`src/rtl/parity_serial_tx.sv`:
```
// Serial transmitter for 11-bit frames: start, 8 data bits LSB first, parity, stop.
// Each bit is held for CLKS_PER_BIT clocks; tx idles high and comes straight from a flop.
//
// state  | meaning
// IDLE   | line high, ready for a byte
// START  | driving start bit (0)
// DATA   | driving data bit data_idx from the shift register
// PARITY | driving the captured parity bit
// STOP   | driving stop bit (1)
module parity_serial_tx #(
  parameter int CLKS_PER_BIT = 4,
  parameter int PARITY_ODD   = 0
) (
  input  logic       clk,
  input  logic       rst,
  input  logic [7:0] D,
  input  logic       valid,
  output logic       ready,
  output logic       tx,
  output logic       busy
);

  localparam int CW = (CLKS_PER_BIT > 1) ? $clog2(CLKS_PER_BIT) : 1;
  localparam logic [CW-1:0] CNT_LAST = CW'(CLKS_PER_BIT - 1);
  localparam logic ODD_BIT = (PARITY_ODD != 0);

  typedef enum logic [2:0] {
    IDLE   = 3'd0,
    START  = 3'd1,
    DATA   = 3'd2,
    PARITY = 3'd3,
    STOP   = 3'd4
  } state_t;

  state_t        state;
  logic [CW-1:0] bit_cnt;
  logic [2:0]    data_idx;
  logic [7:0]    shift_reg;
  logic          parity_reg;
  logic          bit_done;

  assign bit_done = (bit_cnt == CNT_LAST);
  assign ready    = (state == IDLE) && !rst;
  assign busy     = (state != IDLE);

  // tx is loaded with the next bit value on the same edge that ends the current bit,
  // so the line changes exactly at bit boundaries.
  always_ff @(posedge clk or posedge rst) begin
    if (rst) begin
      state      <= IDLE;
      tx         <= 1'b1;
      bit_cnt    <= '0;
      data_idx   <= '0;
      shift_reg  <= '0;
      parity_reg <= 1'b0;
    end else begin
      case (state)
        IDLE: begin
          tx <= 1'b1;
          if (valid) begin
            shift_reg  <= D;
            parity_reg <= (^D) ^ ODD_BIT;
            tx         <= 1'b0;
            bit_cnt    <= '0;
            data_idx   <= '0;
            state      <= START;
          end
        end

        START: begin
          if (bit_done) begin
            bit_cnt <= '0;
            tx      <= shift_reg[0];
            state   <= DATA;
          end else begin
            bit_cnt <= bit_cnt + 1'b1;
          end
        end

        DATA: begin
          if (bit_done) begin
            bit_cnt <= '0;
            if (data_idx == 3'd7) begin
              tx    <= parity_reg;
              state <= PARITY;
            end else begin
              data_idx  <= data_idx + 1'b1;
              shift_reg <= shift_reg >> 1;
              tx        <= shift_reg[1];
            end
          end else begin
            bit_cnt <= bit_cnt + 1'b1;
          end
        end

        PARITY: begin
          if (bit_done) begin
            bit_cnt <= '0;
            tx      <= 1'b1;
            state   <= STOP;
          end else begin
            bit_cnt <= bit_cnt + 1'b1;
          end
        end

        STOP: begin
          if (bit_done) begin
            bit_cnt <= '0;
            tx      <= 1'b1;
            state   <= IDLE;
          end else begin
            bit_cnt <= bit_cnt + 1'b1;
          end
        end

        default: begin
          tx      <= 1'b1;
          bit_cnt <= '0;
          state   <= IDLE;
        end
      endcase
    end
  end

endmodule

```
`config.mk`:
```
export PLATFORM = sky130hd
export DESIGN_NAME = parity_serial_tx
export DESIGN_NICKNAME = d
export VERILOG_FILES = /design/src/rtl/parity_serial_tx.sv
export SDC_FILE = /design/constraint.sdc
export NUM_CORES = 1
export LEC_CHECK = 0
export CAP_MARGIN = 20
export CORE_MARGIN = 1
export CORE_UTILIZATION = 55
export CTS_CLUSTER_SIZE = 20
export DETAILED_ROUTE_END_ITERATION = 10
export HOLD_SLACK_MARGIN = 0.1
export PLACE_DENSITY = 0.8
export REMOVE_ABC_BUFFERS = 1
export SETUP_SLACK_MARGIN = 0.2
export SKIP_CTS_REPAIR_TIMING = 1
export SYNTH_ARGS = -nofsm -noshare
export SYNTH_HDL_FRONTEND = slang
export SYNTH_SLANG_ARGS = --single-unit
```
`constraint.sdc`:
```
create_clock -name clk -period 3.3 [get_ports clk]
set_input_delay 0.33 -clock clk [delete_from_list [all_inputs] [get_ports clk]]
set_output_delay 0.33 -clock clk [all_outputs]
set_load 0.005 [all_outputs]
```
======== After elaboration in Yosys (flattened, before gate mapping) ========
Index checks and enable logic that the tools add are counted.
cells by class
  reduce and logical (&&, ||, !) cells .... 12
  muxes and demuxes ....................... 24
  add/sub/neg operators ................... 2
  equality and inequality tests ........... 14
operators with widths
  cell                 number
  $mux 3               9
  $mux 8               3
  $pmux 8 s2           1
  $pmux 3 s5           1
  $ne 2x2->1 const B   7
  $reduce_xor 8->1     1
  $eq 3x2->1 const B   2
  $eq 3x3->1 const B   2
  $pmux 3 s2           1
  $reduce_and 6->1     1
  $mux 1               5
  $mux 2               2
  $pmux 1 s4           1
  $pmux 2 s2           1
  $reduce_and 4->1     1
  $reduce_or 4->1      1
  $add 3x1->3 const B  1
  $eq 3x1->1 const B   1
  $logic_not 3->1      1
  $reduce_and 3->1     1
  $reduce_bool 3->1    1
  $add 2x1->2 const B  1
  $eq 2x2->1 const B   1
  $ne 2x1->1 const B   1
  5 further kinds      5
storage, ports and cells
  bits in registers ....................... 18
  logic and storage cells ................. 58

======== Depth between registers and ports, before layout ========
Gate-level depths: netlist of run 1.
  word-level depth ........................ 4
  mapped depth ............................ 7

======== Worst setup path after synthesis of run 1 ========
Ideal clock, no wire load.
  path kind ............................... reg-to-reg
  from .................................... register data_idx[0]
  to ...................................... register data_idx[1]
  cell stages (with the launch flop) ...... 8
  buffers on the path ..................... 1
  data arrival time ....................... 1.312 ns
  path slack .............................. 1.862 ns
  period minus slack after synthesis ...... 1.438 ns
  required time ........................... 3.174 ns
  cell sequence ........................... dfrtp_1 ha_1 ha_1 and3b_1 o21ai_2 buf_4 nand2_1 o21ai_0
between the ends
  word-level cells in the longest chain between the ends .. 4
  elaborated cells between the ends (all ways) .. 7
  classes of those cells .................. add/sub (1); eq/ne (2); mux (3); reduce/logical (1)
ends and longest elaborated chain
  what                      RTL line  RTL
  start: declaration        37        logic [2:0] data_idx;
  start signal: assignment  87        data_idx <= data_idx + 1'b1;
  $add 3x1->3               87
  $mux 3                    83        if (data_idx == 3'd7) begin
  $mux 3                    81        if (bit_done) begin
  $pmux 3 s2                57        case (state)
Parallel ways exist; a longest one is shown, timed or not. The select of a mux whose other input is x is not followed.
A chain may end at the register's enable or synchronous reset.

======== Worst setup path in the final report of run 1 ========
  from .................................... register state[1]
  to ...................................... output ready
between the ends
  word-level cells in the longest chain between the ends .. 2
ends and longest elaborated chain
  what                      RTL line  RTL
  start: declaration        35        state_t state;
  start signal: assignment  50        state <= IDLE;
  start signal: assignment  66        state <= START;
  start signal: assignment  74        state <= DATA;
  $logic_not 3->1           43        assign ready = (state == IDLE) && !rst;
  $logic_and 1x1->1         43
  end: declaration          18        output logic ready,
Every way passes these cells.

==> metrics.txt, run 1 <==
fin util 67.0%; depth of the worst register-to-register path 5; Post-synth EDFFs 0; 1st-iter DRT viols 9; syn avg cell area 10.3 µm²; Slowest cell on crit path dfrtp_1; die width 45.4 µm; Synth Area in Adders 3.62%; Clock Skew 0.00216 ns; Peak VDD IR 0.000439 V; Bufs on Longest Clock Path 2; Synth Area in Compound Gates 14.2%; synth warn 0; endpoints failing hold 0; gr usage total 21.2%; # rows 15; routed len/inst 12.9 µm; FF+latch count, synth 18; detailed-route vias per instance 5.47; Setup TNS 0 ns; P&R area growth vs syn 12.8%; DRT Pass-1 Iters 4; Clock Latency Late Sink 0.29 ns; FFs w/ async S/R, synth 100%; Final period util 66.9%; CTS tree yes; Sink Count 18; H-tree depth 1; total gr overflow 0; Critical path origin state[1]; Clk pin slew, worst setup/hold paths 0.10 ns; Max-Cap Viols 0; Ant. Diodes 0; Main synth FF type dfrtp_1; Cell Pwr Density 795 nW/µm²; Die Y 45.4 µm; post-route insts no fill 137; Slew Viols, Final 0; routability cong. 0.751; post-synth top area share 41.0%; worst hold path class in2async; simple-gate share of the synthesized area 15.7%; max reg flops 8; first-pass GRT wire length 3020 µm; crit path capture type primary output; Worst R2R Setup Slack 1.38 ns; Reg-to-Reg Start data_idx[0]; FMAX 453 MHz; routed via count 750; Num CTS Buffers 3; Ports 14; XOR/XNOR Fraction of Synth Area 6.76%; register area share after synthesis 43.5%; vias in the first global route 695; Critical Path Start Type flip-flop; DR DRC count 0; placed wire-length estimate 1250 µm; Netlist cell types 34; Die ar. 2060 µm²; antenna-violating nets left 0; synthesized area 1040 µm²; Worst Setup Path Type reg2out; Initial Utilization 59.4%; CP peak stage delay 0.53 ns; core area 1750 µm²; leakage power 0.490 nW; largest family of logic cells by synthesized area simple AND/OR/NAND/NOR gates; worst path required time 2.97 ns; worst path cell trace nor3_2 -> inv_1 -> nor2_1 -> clkdlybuf4s50_1; Final Cell Area 1170 µm²; layout cells sized above 1 10.7%; largest net degree at the start of global routing 22; critical path arrival 1.88 ns; Slew headroom 47.2%; Slew @ Worst Pin 0.792 ns; worst-path maximum fanout 12; dominant cells by area after synthesis dfrtp_1, mux2i_1, xnor2_1, nand2_1, ha_1; Port Buffers 13; Layout Nets 127; unrepaired setup endpoints after global routing false; Routed WL 1760 µm; final setup violation count 0; FF-to-FF End data_idx[1]; Tmin final 2.21 ns; outcome completed; Post-Place Cells 133; cell taking the most area after synthesis dfrtp_1; multiplexer area fraction after synthesis 8.81%; Mapped Cells 101; placed cell area 1130 µm²; CTS Root Cell clkbuf_4; initial antenna violation count 0
[through the flow]
stage / total power, W / hold WS [ns] / setup WS (ns)
global route: 0.00100 / 0.524 / 0.997
global placement: 0.000781 / 0.465 / 1.27
finish: 0.000931 / 0.465 / 1.09
detailed placement: 0.000798 / 0.466 / 1.25
floorplan: 0.000685 / 0.268 / 1.66
CTS: 0.000936 / 0.475 / 1.10
[how the worst max path moves through the flow]
stage,endpoint,depth (start not counted)
finish,ready,4
global route,ready,4
CTS,ready,4
detailed placement,data_idx[1],4
global placement,data_idx[1],4
floorplan,data_idx[1],4
[power breakdown]
part           internal, W  total, W  leakage [nW]  switching (W)
clock network    0.0000673  0.000137        0.0210      0.0000702
logic             0.000195  0.000382         0.244       0.000187
registers         0.000317  0.000411         0.224      0.0000943
[Yosys cell counts (all sizes together) (2+ instances only)]
master,instances
nor2,4
inv,3
xnor2,7
dfrtp,17
ha,3
a21oi,2
nor3,2
nor2b,2
a31oi,3
buf,6
o21ai,13
nand2,16
mux2i,8
[cells in the final DEF, fill, tap and decap left out]
cell / count
nand3b_1: 1
nor3b_1: 1
mux2_2: 1
inv_1: 3
nand2_1: 16
dfrtp_1: 17
clkdlybuf4s50_1: 13
xnor2_1: 7
and2_4: 1
ha_1: 3
a311oi_1: 1
o31a_1: 1
nor3_2: 1
o21ai_1: 6
nand2b_1: 1
clkbuf_8: 1
nor2_4: 1
a32o_1: 1
nor3_1: 1
a21oi_1: 2
clkbuf_4: 3
dfstp_2: 1
nand3_1: 1
nand4b_1: 1
o32ai_1: 1
a31oi_1: 3
nor2_1: 3
o21ai_2: 3
nor2b_1: 2
mux2i_1: 8
and3b_1: 1
xor2_1: 1
o21ai_0: 4
o22ai_1: 1
[cell type report]
cell class	instances	area (µm²)
well taps	25	31.3
fillers	133	576
inverters	3	11.3
repair buffers	13	130
multi-input cells	74	509
clock buffers	4	36.3
flip-flops and latches	18	452
[cell families (layout without fill, tap and decap cells)]
group	Yosys count	after routing
adder cells (fa/ha/maj)	3	3
buffers and inverters	9	20
XOR/XNOR	8	8
AO/OA/AOI/OAI	23	23
flip-flops	18	18
AND/OR/NAND/NOR	31	31
multiplexers	9	9
[critical path: cells and delay by family, from the launching register on]
family	cells	cell delay [ns]
buffers and inverters	2	0.64
AND/OR/NAND/NOR	2	0.41
flip-flops	1	0.53
[per-layer routing]
metal	global-route usage [%]	vias to the layer above	share of wire (%)
met3	5.16	4	4.0
met5	0	-	0
met1	27.8	350	46
met2	31.7	22	48
met4	12.1	0	1.9
li1	-	374	-
No activity file was read; power rests on OpenSTA's default activity.
==> inputs of run 2 (changes only) <==
--- a/config.mk
+++ b/config.mk
@@ -7,11 +7,11 @@
 export LEC_CHECK = 0
 export CAP_MARGIN = 20
 export CORE_MARGIN = 1
-export CORE_UTILIZATION = 55
+export CORE_UTILIZATION = 53
 export CTS_CLUSTER_SIZE = 20
 export DETAILED_ROUTE_END_ITERATION = 10
 export HOLD_SLACK_MARGIN = 0.1
-export PLACE_DENSITY = 0.8
+export PLACE_DENSITY = 0.77
 export REMOVE_ABC_BUFFERS = 1
 export SETUP_SLACK_MARGIN = 0.2
 export SKIP_CTS_REPAIR_TIMING = 1
==> constraint.sdc (replaced) <==
create_clock -name clk -period 2.1 [get_ports clk]
set_input_delay 0.21 -clock clk [delete_from_list [all_inputs] [get_ports clk]]
set_output_delay 0.21 -clock clk [all_outputs]
set_load 0.005 [all_outputs]
==> run 2 against run 1 <==
Routed wire length up 3.1%. Critical path depth unchanged. Clock power up 31%. Worst setup slack worse by 0.82 ns. Total power up 64%. Highest routed layer unchanged. Hold slack worse by 0.11 ns. Global-route usage down 0.76 points. Sequential power up 50%. Utilization up 1.5 points. First-iteration DRC count up 22%.
==> metrics.txt, run 2 (synthesis gave the netlist of run 1 again) <==
outcome completed (unchanged); Largest delay share family, worst path buffers and inverters (unchanged); Critical path origin state[1] (unchanged); Final Hold Slack 0.350 ns (was 0.465 ns); core area 1780 µm² (was 1750 µm²); Tmin final 1.83 ns; worst-path maximum fanout 6 (was 12); 1st-iter DRT viols 11 (was 9); DR DRC count 0 (unchanged); layout cells sized above 1 16.8% (was 10.7%); worst path required time 1.89 ns (was 2.97 ns); Layout Nets 134 (was 127); gr usage total 20.5% (was 21.2%); Reg-to-Reg Start data_idx[0] (unchanged); H-tree depth 1 (unchanged); FF-to-FF End shift_reg[3] (was data_idx[1]); Bufs on Longest Clock Path 2 (unchanged); initial antenna violation count 0 (unchanged); Slew @ Worst Pin 0.695 ns (was 0.792 ns); crit path capture type primary output (unchanged); routability cong. 0.805 (was 0.751); Ports 14 (unchanged); antenna-violating nets left 0 (unchanged); Clock Skew 0.00642 ns (was 0.00216 ns); Post-Place Cells 135 (was 133); Worst path depth 4 (unchanged); max reg flops 8 (unchanged); worst path cell trace nor3_4 -> inv_1 -> nor2_1 -> clkdlybuf4s50_1 (was nor3_2 -> inv_1 -> nor2_1 -> clkdlybuf4s50_1); WP buf/inv 2 (unchanged); Die Y 46.2 µm (was 45.4 µm); routed len/inst 12.6 µm (was 12.9 µm); Setup crit end ready (unchanged); total power 0.00153 W (was 0.000931 W); CTS tree yes (unchanged); most frequent cells in the layout nand2_1, dfrtp_1, clkdlybuf4s50_1 (was dfrtp_1, nand2_1, clkdlybuf4s50_1); Initial Utilization 58.2% (was 59.4%); P&R area growth vs syn 17.7% (was 12.8%); Sink Count 18 (unchanged); Setup TNS 0 ns (unchanged); commonest non-fill, non-tap cell in the layout nand2_1 (was dfrtp_1); Max-Cap Viols 0 (unchanged); post-route insts no fill 144 (was 137); Peak VDD IR 0.000709 V (was 0.000439 V); Cell Pwr Density 1250 nW/µm² (was 795 nW/µm²); first-pass GRT wire length 3010 µm (was 3020 µm); # rows 15 (unchanged); depth of the worst register-to-register path 7 (was 5); Slew headroom 53.6% (was 47.2%); Die ar. 2140 µm² (was 2060 µm²); leakage power 0.517 nW (was 0.490 nW); CP peak stage delay 0.50 ns (was 0.53 ns); Critical Path Start Type flip-flop (unchanged); Num CTS Buffers 3 (unchanged); Final period util 87.1%; Routed WL 1820 µm (was 1760 µm); DP Worst Slack 0.346 ns (was 1.25 ns); worst hold path class in2async (unchanged); endpoints failing hold 0 (unchanged); Worst R2R Setup Slack 0.42 ns (was 1.38 ns); Slew Viols, Final 0 (unchanged); unrepaired setup endpoints after global routing false (unchanged); vias in the first global route 704 (was 695); DRT Pass-1 Iters 4 (unchanged); Clock Latency Late Sink 0.29 ns (about the same); FMAX 547 MHz; Worst Setup Path Type reg2out (unchanged); Ant. Diodes 0 (unchanged); die width 46.2 µm (was 45.4 µm); Port Buffers 13 (unchanged); CTS Root Cell clkbuf_4 (unchanged); placed wire-length estimate 1350 µm (was 1250 µm); routed via count 778 (was 750); Clk pin slew, worst setup/hold paths 0.10 ns (about the same); critical path arrival 1.62 ns (was 1.88 ns); detailed-route vias per instance 5.40 (was 5.47); largest net degree at the start of global routing 19 (was 22); final setup violation count 0 (unchanged); total gr overflow 0 (unchanged); final worst slack 0.272 ns (was 1.09 ns); Slowest cell on crit path clkdlybuf4s50_1 (was dfrtp_1)
run 2: cell types whose count changed in the layout (fill, tap and decap cells not counted), sizes merged:
cell	before	now
buf	0	7
run 2: layer usage:
layer	share of wire [%]	routed length (µm)	GRT usage [%]	up-vias
met2	48	865	33.2	11
met3	2.4	43	3.53	4
li1	-	-	-	392
met4	2.0	36	10.0	0
met1	48	875	26.1	371
met5	0	0	0	-
run 2: stage by stage:
stage / util, % / area, µm²
3_3_place_gp: 64.4 / 1150
2_1_floorplan: - / 972
6_report: 68.5 / 1220
4_1_cts: 65.9 / 1170
3_5_place_dp: 64.4 / 1150
5_1_grt: 68.5 / 1220
run 2: cell type report:
type	instances	area [µm²]
timing repair buffer	20	183
fill	129	562
clock buffer	4	26.3
sequential	18	454
inverter	3	11.3
multi-input combinational	74	515
tap	25	31.3
run 2: worst min path at each step:
stage | from | end | slack (ns) | cells after the start
4_1_cts | rst | shift_reg[6] | 0.36 | 2
3_5_place_dp | data_idx[1] | data_idx[1] | 0.48 | 2
5_1_grt | rst | shift_reg[0] | 0.38 | 2
6_report | rst | shift_reg[0] | 0.35 | 2
3_3_place_gp | shift_reg[2] | shift_reg[2] | 0.47 | 2
2_1_floorplan | rst | bit_cnt[0] | 0.15 | 1
run 2: where the power goes:
group | total, W | leakage (nW) | switching (W) | internal (W)
combinational | 0.000731 | 0.279 | 0.000353 | 0.000377
sequential | 0.000617 | 0.223 | 0.000115 | 0.000502
clock | 0.000180 | 0.0150 | 0.000107 | 0.0000739
